**src/rtl/muldiv_unit.sv**
```systemverilog
// rtl/muldiv_unit.sv - iterative RV M-extension multiply/divide execute unit
module muldiv_unit #(
    parameter int XLEN  = 32,
    parameter int TAG_W = 5
) (
    input  logic             clk,
    input  logic             rst_n,
    input  logic             flush,
    input  logic             in_valid,
    output logic             in_ready,
    input  logic [2:0]       in_op,
    input  logic             in_is_word_op,
    input  logic [XLEN-1:0]  in_a,
    input  logic [XLEN-1:0]  in_b,
    input  logic [TAG_W-1:0] in_tag,
    output logic             out_valid,
    input  logic             out_ready,
    output logic [XLEN-1:0]  out_result,
    output logic [TAG_W-1:0] out_tag
);
    localparam int   CW   = $clog2(XLEN);
    localparam logic IS64 = (XLEN == 64);

    typedef enum logic [1:0] {IDLE, BUSY, DONE} state_t;
    state_t state, state_nxt;

    // Op context captured at accept
    logic [2:0]        op_r;
    logic              word_r;
    logic              neg_q_r;
    logic              neg_r_r;
    logic [CW-1:0]     cnt;

    // Multiply uses acc (product), mcand (shifted multiplicand), opb (multiplier).
    // Divide uses acc[XLEN-1:0] (partial remainder), quo (dividend in / quotient out), opb (divisor).
    logic [2*XLEN-1:0] acc;
    logic [2*XLEN-1:0] mcand;
    logic [XLEN-1:0]   opb;
    logic [XLEN-1:0]   quo;

    logic              accept;
    logic              eff_word;
    logic              a_signed;
    logic              b_signed;
    logic              sa;
    logic              sb;
    logic              div_zero;
    logic              div_ovf;
    logic              fast;
    logic [XLEN-1:0]   a_ext;
    logic [XLEN-1:0]   b_ext;
    logic [XLEN-1:0]   mag_a;
    logic [XLEN-1:0]   mag_b;
    logic [XLEN-1:0]   min_val;
    logic [XLEN-1:0]   a_res;
    logic [XLEN-1:0]   fast_result;

    logic [2*XLEN-1:0] mul_sum;
    logic [XLEN:0]     rem_sh;
    logic [XLEN:0]     diff;
    logic              qbit;
    logic [XLEN-1:0]   rem_new;
    logic [XLEN-1:0]   quo_step;
    logic [2*XLEN-1:0] prod;
    logic [XLEN-1:0]   quo_fix;
    logic [XLEN-1:0]   rem_fix;
    logic [XLEN-1:0]   raw;
    logic [XLEN-1:0]   fin_result;

    function automatic logic [XLEN-1:0] sext32(input logic [31:0] v);
        return XLEN'($signed(v));
    endfunction

    assign in_ready  = (state == IDLE) & ~flush;
    assign out_valid = (state == DONE);
    assign accept    = in_valid & in_ready;

    // Decode a request: effective width, operand magnitudes/signs and fast-path outcome
    always_comb begin
        eff_word = IS64 & in_is_word_op & ((in_op == 3'b000) | in_op[2]);
        a_signed = (in_op == 3'b000) | (in_op == 3'b001) | (in_op == 3'b010)
                 | (in_op == 3'b100) | (in_op == 3'b110);
        b_signed = (in_op == 3'b000) | (in_op == 3'b001)
                 | (in_op == 3'b100) | (in_op == 3'b110);
        a_ext    = eff_word ? (a_signed ? sext32(in_a[31:0]) : XLEN'(in_a[31:0])) : in_a;
        b_ext    = eff_word ? (b_signed ? sext32(in_b[31:0]) : XLEN'(in_b[31:0])) : in_b;
        sa       = a_signed & a_ext[XLEN-1];
        sb       = b_signed & b_ext[XLEN-1];
        mag_a    = sa ? -a_ext : a_ext;
        mag_b    = sb ? -b_ext : b_ext;
        min_val  = eff_word ? sext32(32'h8000_0000) : {1'b1, {(XLEN-1){1'b0}}};
        div_zero = (b_ext == '0);
        div_ovf  = ((in_op == 3'b100) | (in_op == 3'b110)) & (a_ext == min_val) & (b_ext == '1);
        fast     = in_op[2] & (div_zero | div_ovf);
        a_res    = eff_word ? sext32(in_a[31:0]) : in_a;
        if (div_zero) begin
            fast_result = in_op[1] ? a_res : '1;
        end else begin
            fast_result = in_op[1] ? '0 : a_res;
        end
    end

    // One shift-add / restoring-subtract step, plus sign fixup of the post-step values
    always_comb begin
        mul_sum  = acc + (opb[0] ? mcand : '0);
        rem_sh   = {acc[XLEN-1:0], quo[XLEN-1]};
        diff     = rem_sh - {1'b0, opb};
        qbit     = ~diff[XLEN];
        rem_new  = qbit ? diff[XLEN-1:0] : rem_sh[XLEN-1:0];
        quo_step = {quo[XLEN-2:0], qbit};
        prod     = neg_q_r ? -mul_sum : mul_sum;
        quo_fix  = neg_q_r ? -quo_step : quo_step;
        rem_fix  = neg_r_r ? -rem_new : rem_new;
        if (!op_r[2]) begin
            raw = (op_r[1:0] == 2'b00) ? prod[XLEN-1:0] : prod[2*XLEN-1:XLEN];
        end else begin
            raw = op_r[1] ? rem_fix : quo_fix;
        end
        fin_result = word_r ? sext32(raw[31:0]) : raw;
    end

    // Next-state logic; flush overrides every transition
    always_comb begin
        state_nxt = state;
        case (state)
            IDLE: if (accept) state_nxt = fast ? DONE : BUSY;
            BUSY: if (cnt == '0) state_nxt = DONE;
            DONE: if (out_ready) state_nxt = IDLE;
            default: state_nxt = IDLE;
        endcase
        if (flush) state_nxt = IDLE;
    end

    // State register
    always_ff @(posedge clk or negedge rst_n) begin
        if (!rst_n) begin
            state <= IDLE;
        end else begin
            state <= state_nxt;
        end
    end

    // Operand capture at accept, iteration while busy, result/tag registers
    always_ff @(posedge clk or negedge rst_n) begin
        if (!rst_n) begin
            op_r       <= '0;
            word_r     <= 1'b0;
            neg_q_r    <= 1'b0;
            neg_r_r    <= 1'b0;
            cnt        <= '0;
            acc        <= '0;
            mcand      <= '0;
            opb        <= '0;
            quo        <= '0;
            out_result <= '0;
            out_tag    <= '0;
        end else if (accept) begin
            op_r    <= in_op;
            word_r  <= eff_word;
            neg_q_r <= sa ^ sb;
            neg_r_r <= sa;
            cnt     <= eff_word ? CW'(31) : CW'(XLEN - 1);
            acc     <= '0;
            mcand   <= {{XLEN{1'b0}}, mag_a};
            opb     <= mag_b;
            // Left-align a word dividend so the top iteration sees its bit 31
            quo     <= eff_word ? (mag_a << (XLEN - 32)) : mag_a;
            out_tag <= in_tag;
            if (fast) out_result <= fast_result;
        end else if ((state == BUSY) && !flush) begin
            cnt <= cnt - CW'(1);
            if (op_r[2]) begin
                acc <= {{XLEN{1'b0}}, rem_new};
                quo <= quo_step;
            end else begin
                acc   <= mul_sum;
                mcand <= mcand << 1;
                opb   <= opb >> 1;
            end
            if (cnt == '0) out_result <= fin_result;
        end
    end
endmodule
```
**config.mk**
```make
export PLATFORM = sky130hd
export DESIGN_NAME = muldiv_unit
export DESIGN_NICKNAME = d
export VERILOG_FILES = /design/src/rtl/muldiv_unit.sv
export SDC_FILE = /design/constraint.sdc
export NUM_CORES = 1
export LEC_CHECK = 0
export ABC_CLOCK_PERIOD_IN_PS = 8100
export CORE_MARGIN = 10
export CORE_UTILIZATION = 50
export CTS_CLUSTER_SIZE = 24
export DETAILED_ROUTE_END_ITERATION = 8
export PLACE_DENSITY = 0.68
export RECOVER_POWER = 25
export SETUP_SLACK_MARGIN = 0.2
export SYNTH_ARGS = -nofsm -noshare
export SYNTH_HDL_FRONTEND = slang
export SYNTH_SLANG_ARGS = --single-unit
```
**constraint.sdc**
```tcl
create_clock -name clk -period 8.1 [get_ports clk]
set_clock_uncertainty 0.15 [all_clocks]
set_input_delay 2.025 -clock clk [delete_from_list [all_inputs] [get_ports clk]]
set_output_delay 2.025 -clock clk [all_outputs]
set_load 0.05 [all_outputs]
```
Yosys cells after proc, flatten, opt, wreduce, memory -nomap -nowiden. Cells that the tools add are included.

Logic and storage cells: 101. Bits of input ports: 78. Bits in registers: 241. Output and inout port bits: 39.

Bitwise gates (word level): 18. Eq/ne operators: 13. Add/subtract/negate cells: 8. Reduce and logical (&&, ||, !) cells: 14. Multiplexer cells: 37.

Operators by type and width (count): $mux W32 (21); $mux W64 (8); $neg A32 Y32 (4); $add A64 B64 Y64 (1); $eq A32 B32 Y1 const B (2); $neg A64 Y64 (1); $sub A33 B32 Y33 (1); $logic_not A32 Y1 (1); $mux W2 (5); $mux W5 (2); $or A1 B1 Y1 (8); $and A1 B1 Y1 (7); $eq A3 B3 Y1 const B (2); $ne A3 B3 Y1 const B (2); $pmux W2 S3 (1); $reduce_and A3 Y1 (2); $reduce_bool A2 Y1 (3); $logic_not A5 Y1 (1); $sub A5 B1 Y5 const B (1); $logic_not A2 Y1 (2); $ne A2 B1 Y1 const B (2); $reduce_and A2 Y1 (2); $eq A3 B1 Y1 const B (1); $eq A3 B2 Y1 const B (1); 8 further kinds (9).

Longest topological paths before layout. Gate-level depths: netlist of run 1.

Word-level depth: 10. Mapped depth: 26. Gate-level depth less buffers: 23.

Worst setup path after synthesis of run 1. No wires, ideal clock.

Path kind: reg2reg. Start: register quo[31]. End: register out_result[28]. Clock period less this slack: 6.232 ns. Arrival: 5.956 ns. Stages on the path, launching flop included: 25. Library setup time: 0.126 ns. Required time: 7.824 ns. Path buffers: 3. Setup slack: 1.868 ns. Cells stage by stage: dfrtp_1 inv_1 ha_1 inv_1 fa_1 a211oi_1 o21ai_0 o2111ai_1 a2111oi_0 o32ai_1 xnor2_1 clkbuf_1 clkbuf_1 clkbuf_1 nand2_1 o21ai_0 ha_1 inv_1 a2111oi_0 nand3_1 nor4bb_1 mux2_2 o2111a_1 mux2_2 o32a_1.

Longest elaborated chain between the ends: 9. Elaborated cells between the ends (all ways): 12. Those cells by class: add/sub (3); mux (8); bitwise (1).

Ends and longest elaborated chain: from (decl) (line 39) `logic [XLEN-1:0] quo;`; from (signal assigned) (line 167) `quo <= eff_word ? (mag_a << (XLEN - 32)) : mag_a;`; from (signal assigned) (line 174) `quo <= quo_step;`; $sub A33 B32 Y33 (line 107) `diff = rem_sh - {1'b0, opb};`; $mux W32 or $not A1 Y1 (tied branches) (line 109, 108); $neg A32 Y32 (on tied branches) (line 113, 112); $mux W32 (on tied branches) (line 113, 112); $mux W32 * (line 117) `raw = op_r[1] ? rem_fix : quo_fix;`; $mux W32 * (line 114) `if (!op_r[2]) begin`; $mux W32 * (line 180) `if (cnt == '0) out_result <= fin_result;`; $mux W32 * (line 170) `end else if ((state == BUSY) && !flush) begin`; $mux W32 * (line 157) `end else if (accept) begin`; to (signal assigned) (line 169) `if (fast) out_result <= fast_result;`; to (signal assigned) (line 180); to (decl) (line 18) `output logic [XLEN-1:0] out_result,`.

Mark *: on every way between the ends. The rest lies on a longest branch, timed or not. The select of a mux whose other input is x is not followed. A chain may end at the register's enable or synchronous reset.

Worst setup path in the final report of run 1.
Start: register quo[31]. End: register out_result[30].

Same word-level chain as after synthesis.

==> impl_metrics.toml, run 1 <==
[synthesis]
synth_mux_area_frac = 0.0271
synth-edff-count = 0
netlist_instances = 3272
synth-compound-area-share = 0.286
yosys.area_share.xor_xnor = 0.0671
synth-async-reset-ratio = 1.00
synth_top_flop_cell = "dfrtp_1"
avgSynthCellArea_um2 = 7.38
synth_top_family_by_area = "compound AO/OA/AOI/OAI gates"
ys_seq_area_frac = 0.250
synth_adder_area_share = 0.0617
synth_area_um2 = 24100
synth_simple_gate_area_frac = 0.263
yosysUniqueCellTypes = 85
synth_seq_cells = 241
synthesis.nets = 3455
yosys_warnings = 0

[critical_path]
startpoint_type = "flop"
cpMaxStageDelayCell = "a2111oi_0"
critPathMaxFanout = 8
regToRegSetupSlack_ps = 940
path_class = "flop to flop"
max_stage_delay_ps = 730
cpMostUsedCell = "inv_1"
required_ps = 8470
cp.arrival_ps = 7520
worstSetupEndpointType = "flop"
path_cells = "inv_1, ha_1, inv_1, fa_1, a211oi_1, o21ai_0, o2111ai_1, buf_4, a2111oi_0, o32ai_1, xnor2_2, mux2i_1, ha_1, inv_1, a2111oi_0, nand3_1, nor4bb_1, mux2_2, o2111a_1, nand3b_1, and3_1, o31a_1, o21ai_0"

[layout]
fin_util = 0.562
design_area_um2 = 26800
layout.nets = 3447
area_growth_pct = 11.1
drive_above_1_share = 0.0481
nFillCells = 4587

[timing]
max_freq_ghz = 0.140
final-setup-viol-count = 0
layout_min_cycle_time_ps = 7160
worst_slack_ps = 945
slew_viol_final = 92
hold_slack_ps = 330
max_slew_margin = -2.69
finalSetupTns_ps = 0
period_share = 0.883
tightest_slew_ps = 5530
rsz0062_at_grt = "no"
final-hold-violation-count = 0

[global_route]
grt_pass1_wl_mm = 152
grt_pass1_vias = 24800
antenna_found_initial = 2
grt_use_total = 0.342
grt.overflow.total = 0
grt_max_degree = 92

[clocking]
postCtsResizedCells = 0
cts_tree = "built"
cts_root_buffer = "clkbuf_16"
cts_made_buffers = 31
clkLatencyLatePin_ps = 610
cts_max_level = 1
clkSinkCount = 241
post_cts_buffers = 0
cts_hold_buf = 0
cts_buffer_depth = 3
clkTransAtPathRegs_ps = 60

[flow_run]
drv_cap = 1

[placed_design]
place.gp.congestion = 1.08
io_buffer_count = 115
pre_cts_ws_ps = 1210
dp_hpwl_mm = 79.2
placed_area_um2 = 25700

[status]
violations = "capacitance limit, slew limit"
status = "finished with violations"

[routing]
dr.pass1.iters = 6
ant_nets = 0
wl_mm = 102
viasPerCell = 6.80
wl_per_cell_um = 26.1
vias = 26600
drc = 0
drt_iter0_drc = 3312

[power]
clkPwrFrac = 0.123
pwr_density_cell_nw_per_um2 = 459
seqPwrFrac = 0.176
leakage_uw = 0.0108
switching_share = 0.573
p_sw_uw = 7050
ir_worst_vdd_mv = 0.323
p_int_uw = 5260
p_comb_frac = 0.701

[floorplanning]
die_area_um2 = 57500
dieWidth_um = 240
start_util = 0.506
dieHeight_um = 240
rows = 80
num_io_pins = 117
core-area_um2 = 47700

[worst_hold_path]
holdCritPathClass = "flop to flop"
## critical path: cells and delay by family (launching register included)
kind                       cells  cell delay, ps
AOI/OAI and AO/OA              9            3190
and+or+nand+nor                4             890
adders and majority gates      3             690
xor gates and xnor gates       1             650
muxes                          2             630
buffers and inverters          4             430
DFF                            1             400
## placed cells by master, fill, tap and decap left out, types with 31 or more instances in the layout
| master | instances |
|---|---|
| o31ai_1 | 83 |
| nand4_1 | 64 |
| xor2_1 | 89 |
| a22o_1 | 49 |
| xnor2_1 | 95 |
| o21ai_0 | 230 |
| a31oi_1 | 52 |
| a21o_1 | 32 |
| nor3_1 | 92 |
| nor2_1 | 389 |
| clkdlybuf4s50_1 | 114 |
| a211oi_1 | 58 |
| dfrtp_1 | 240 |
| o211ai_1 | 40 |
| inv_1 | 76 |
| clkbuf_16 | 31 |
| or3_1 | 43 |
| buf_4 | 49 |
| ha_1 | 103 |
| nand2_1 | 410 |
| and2_1 | 85 |
| nor4_1 | 36 |
| a21oi_1 | 234 |
| nand3_1 | 49 |
| mux2i_1 | 54 |
## kinds of logic after synthesis
| kind of cell | after synthesis |
|---|---|
| adder cells (fa/ha/maj) | 121 |
| AO/OA/AOI/OAI | 1040 |
| flip-flops | 241 |
| multiplexers | 64 |
| XOR/XNOR | 185 |
| AND/OR/NAND/NOR | 1336 |
| buffers and inverters | 285 |
## stage by stage
stage	std cells	power, uW
2_1_floorplan	3272	7600
3_3_place_gp	3846	10300
3_5_place_dp	3846	10500
4_1_cts	3902	12000
5_1_grt	3902	12900
6_report	3903	12300
## layer usage
layer | vias up | global-route usage | part of all wire
li1 | 12100 | - | -
met1 | 12700 | 0.435 | 0.41
met2 | 1391 | 0.531 | 0.44
met3 | 316 | 0.0667 | 0.086
met4 | 4 | 0.197 | 0.067
met5 | - | 0 | 0.00033
## synth_stat cells, drive strengths merged, types with 28 or more instances
| cell type | n | area (um2) |
|---|---|---|
| a211oi | 60 | 460 |
| a21o | 32 | 240 |
| a21oi | 235 | 1180 |
| a22o | 49 | 429 |
| a31oi | 52 | 325 |
| and2 | 89 | 557 |
| buf | 31 | 126 |
| clkbuf | 176 | 661 |
| dfrtp | 241 | 6030 |
| ha | 103 | 1290 |
| inv | 76 | 285 |
| mux2i | 54 | 541 |
| nand2 | 411 | 1540 |
| nand3 | 49 | 245 |
| nand4 | 64 | 400 |
| nor2 | 393 | 1480 |
| nor3 | 93 | 470 |
| nor4 | 39 | 250 |
| o211ai | 40 | 300 |
| o21ai | 235 | 1180 |
| o31ai | 83 | 623 |
| or3 | 43 | 269 |
| or4 | 28 | 218 |
| xnor2 | 96 | 841 |
| xor2 | 89 | 780 |
## cell type report
class	count	area [um2]	area share
multi-input combinational	2746	17100	0.637
sequential	241	6030	0.225
timing repair buffer	166	1540	0.0573
clock buffer	42	837	0.0312
tap	615	769	0.0287
inverter	78	293	0.0109
clock inverter	14	251	0.00938
antenna	1	2.50	0.0000933
## flip-flops by register name, summed over array words and instances (netlist names)
name,flops
acc,64
mcand,64
opb,32
out_result,32
quo,32
cnt,5
out_tag,5
op_r,3
state,2
neg_q_r,1
neg_r_r,1
## power groups by stage
stage | Combinational, uW | Sequential [uW] | Clock (uW)
after floorplan | 5380 | 2220 | 0
after global placement | 8190 | 2140 | 0
after detailed placement | 8300 | 2150 | 0
after CTS | 8340 | 2140 | 1530
after global routing | 9150 | 2200 | 1570
final | 8630 | 2160 | 1510
## worst paths after layout
kind                                        start                          to  cells after the start
max                           quo[31]$_DFFE_PN0P_  out_result[30]$_DFFE_PN0P_                     23
min                        out_tag[2]$_DFFE_PN0P_      out_tag[2]$_DFFE_PN0P_                      2
max reg2reg                   quo[31]$_DFFE_PN0P_  out_result[30]$_DFFE_PN0P_                     23
min reg2reg                out_tag[2]$_DFFE_PN0P_      out_tag[2]$_DFFE_PN0P_                      2
max in group asynchronous                   rst_n          cnt[3]$_DFFE_PN0P_                      2
min in group asynchronous                   rst_n       mcand[37]$_DFFE_PN0P_                      1
Power figures use the tool's default switching activity.
==> inputs of run 2 (changes only) <==
MAX_ROUTING_LAYER = met4   (was unset)
==> impl_metrics.toml, run 2 (synthesis results as in run 1) <==
[status]
status = "finished with violations"
violations = "capacitance limit, slew limit"

[routing]
wl_per_cell_um = 26.7
viasPerCell = 6.85
route.met3.wl_mm = 8.83
drt_iter0_drc = 3130
top_layer = "met4"
vias = 26800
wl_met1_mm = 41.2
drc = 0
dr_wl_met2_mm = 46.2
ant_nets = 0
wl_mm = 104
dr.pass1.iters = 6

[timing]
slew_viol_final = 69
max_freq_ghz = 0.139
hold_slack_ps = 326
layout_min_cycle_time_ps = 7180
finalSetupTns_ps = 0
period_share = 0.887
tightest_slew_ps = 4270
rsz0062_at_grt = "no"
final-setup-viol-count = 0
final-hold-violation-count = 0
max_slew_margin = -1.84

[critical_path]
critPathMaxFanout = 9
cp.arrival_ps = 7570
startpoint_type = "flop"
path_class = "flop to flop"
required_ps = 8490
worstSetupEndpointType = "flop"

[clocking]
cts_hold_buf = 0
clkTransAtPathRegs_ps = 60
post_cts_buffers = 0
postCtsResizedCells = 0
clkLatencyLatePin_ps = 630
cts_made_buffers = 31
cts_root_buffer = "clkbuf_16"
cts_tree = "built"
clkSinkCount = 241
cts_buffer_depth = 3
cts_max_level = 1

[placed_design]
place.gp.congestion = 1.12
io_buffer_count = 115
dp_hpwl_mm = 80.6
placed_area_um2 = 25800

[global_route]
grt_pass1_wl_mm = 156
grt_max_degree = 113
grt.overflow.total = 0
grt_use_total = 0.362
antenna_found_initial = 4
grt_pass1_vias = 25400

[floorplanning]
dieHeight_um = 240
core-area_um2 = 47700
start_util = 0.506
die_area_um2 = 57500
num_io_pins = 117
rows = 80
dieWidth_um = 240

[layout]
layout.nets = 3450
design_area_um2 = 26900
fin_util = 0.563
final_cell_mix = "nand2_1, nor2_1, dfrtp_1"
drive_above_1_share = 0.0513
layout_commonest_cell = "nand2_1"
area_growth_pct = 11.4
top_regs = "acc (64), mcand (64)"

[power]
leakage_uw = 0.0109
ir_worst_vdd_mv = 0.292
pwr_density_cell_nw_per_um2 = 464

[worst_hold_path]
holdCritPathClass = "flop to flop"

[flow_run]
drv_cap = 1
-- run 2: changes by cell type in the layout (fill, tap and decap cells not counted), moves of 2 or more --
cell and delta:
a211oi_1 -2, a211oi_2 +2, buf_4 +3, bufinv_16 -2, clkbuf_1 -4, clkbuf_8 +6
clkinv_2 +6, clkinv_4 -3, clkinvlp_4 -2, diode_2 +3
-- run 2: critical path, stage by stage, from the launching register on --
cell	delay [ps]
dfrtp_1	410
inv_1	100
ha_1	210
inv_1	70
fa_1	240
a211oi_1	100
o21ai_0	480
o2111ai_1	170
buf_4	190
a2111oi_0	780
o32ai_1	220
xnor2_2	710
mux2i_1	370
ha_1	250
inv_1	90
a2111oi_0	590
nand3_1	230
nor4bb_1	310
mux2_2	260
o2111a_1	310
nand3b_1	120
and3_1	190
o31a_1	340
o21ai_0	170
-- run 2: worst paths after layout --
check	cells after the start	startpoint	end	slack (ps)
worst max register to register	23	quo[31]$_DFFE_PN0P_	out_result[30]$_DFFE_PN0P_	920
worst min register to register	2	out_tag[3]$_DFFE_PN0P_	out_tag[3]$_DFFE_PN0P_	330
worst max-delay path	23	quo[31]$_DFFE_PN0P_	out_result[30]$_DFFE_PN0P_	920
min in group asynchronous	1	rst_n	acc[24]$_DFFE_PN0P_	2750
max in group asynchronous	2	rst_n	neg_q_r$_DFFE_PN0P_	2430
worst min-delay path	2	out_tag[3]$_DFFE_PN0P_	out_tag[3]$_DFFE_PN0P_	330
-- run 2: stage by stage --
stage / worst slack, ps / std cells / power, uW
6_report: 917 / 3911 / 12500
3_3_place_gp: 1250 / 3849 / 10500
5_1_grt: 539 / 3909 / 13100
2_1_floorplan: 1870 / 3272 / 7600
3_5_place_dp: 1130 / 3849 / 10600
4_1_cts: 1060 / 3907 / 12200
-- run 2: area by class of cell --
type | count | area [um2]
Inverter | 78 | 293
Multi-Input combinational cell | 2746 | 17100
Fill cell | 4563 | 20900
Sequential cell | 241 | 6030
Tap cell | 615 | 769
Clock buffer | 44 | 905
Clock inverter | 14 | 189
Timing Repair Buffer | 169 | 1580
Antenna cell | 4 | 10.0
-- run 2: power breakdown --
part	total, uW	switching (uW)	internal [uW]	leakage [uW]
registers	2200	599	1600	0.00304
clock network	1510	610	903	0.000548
logic	8770	5970	2800	0.00731
total	12500	7170	5300	0.0109
-- run 2: routing by layer --
layer  up-vias  GRT usage
li1      12100          -
met1     12900      0.437
met4         0      0.237
met2      1440      0.555
met5         -          -
met3       307     0.0590
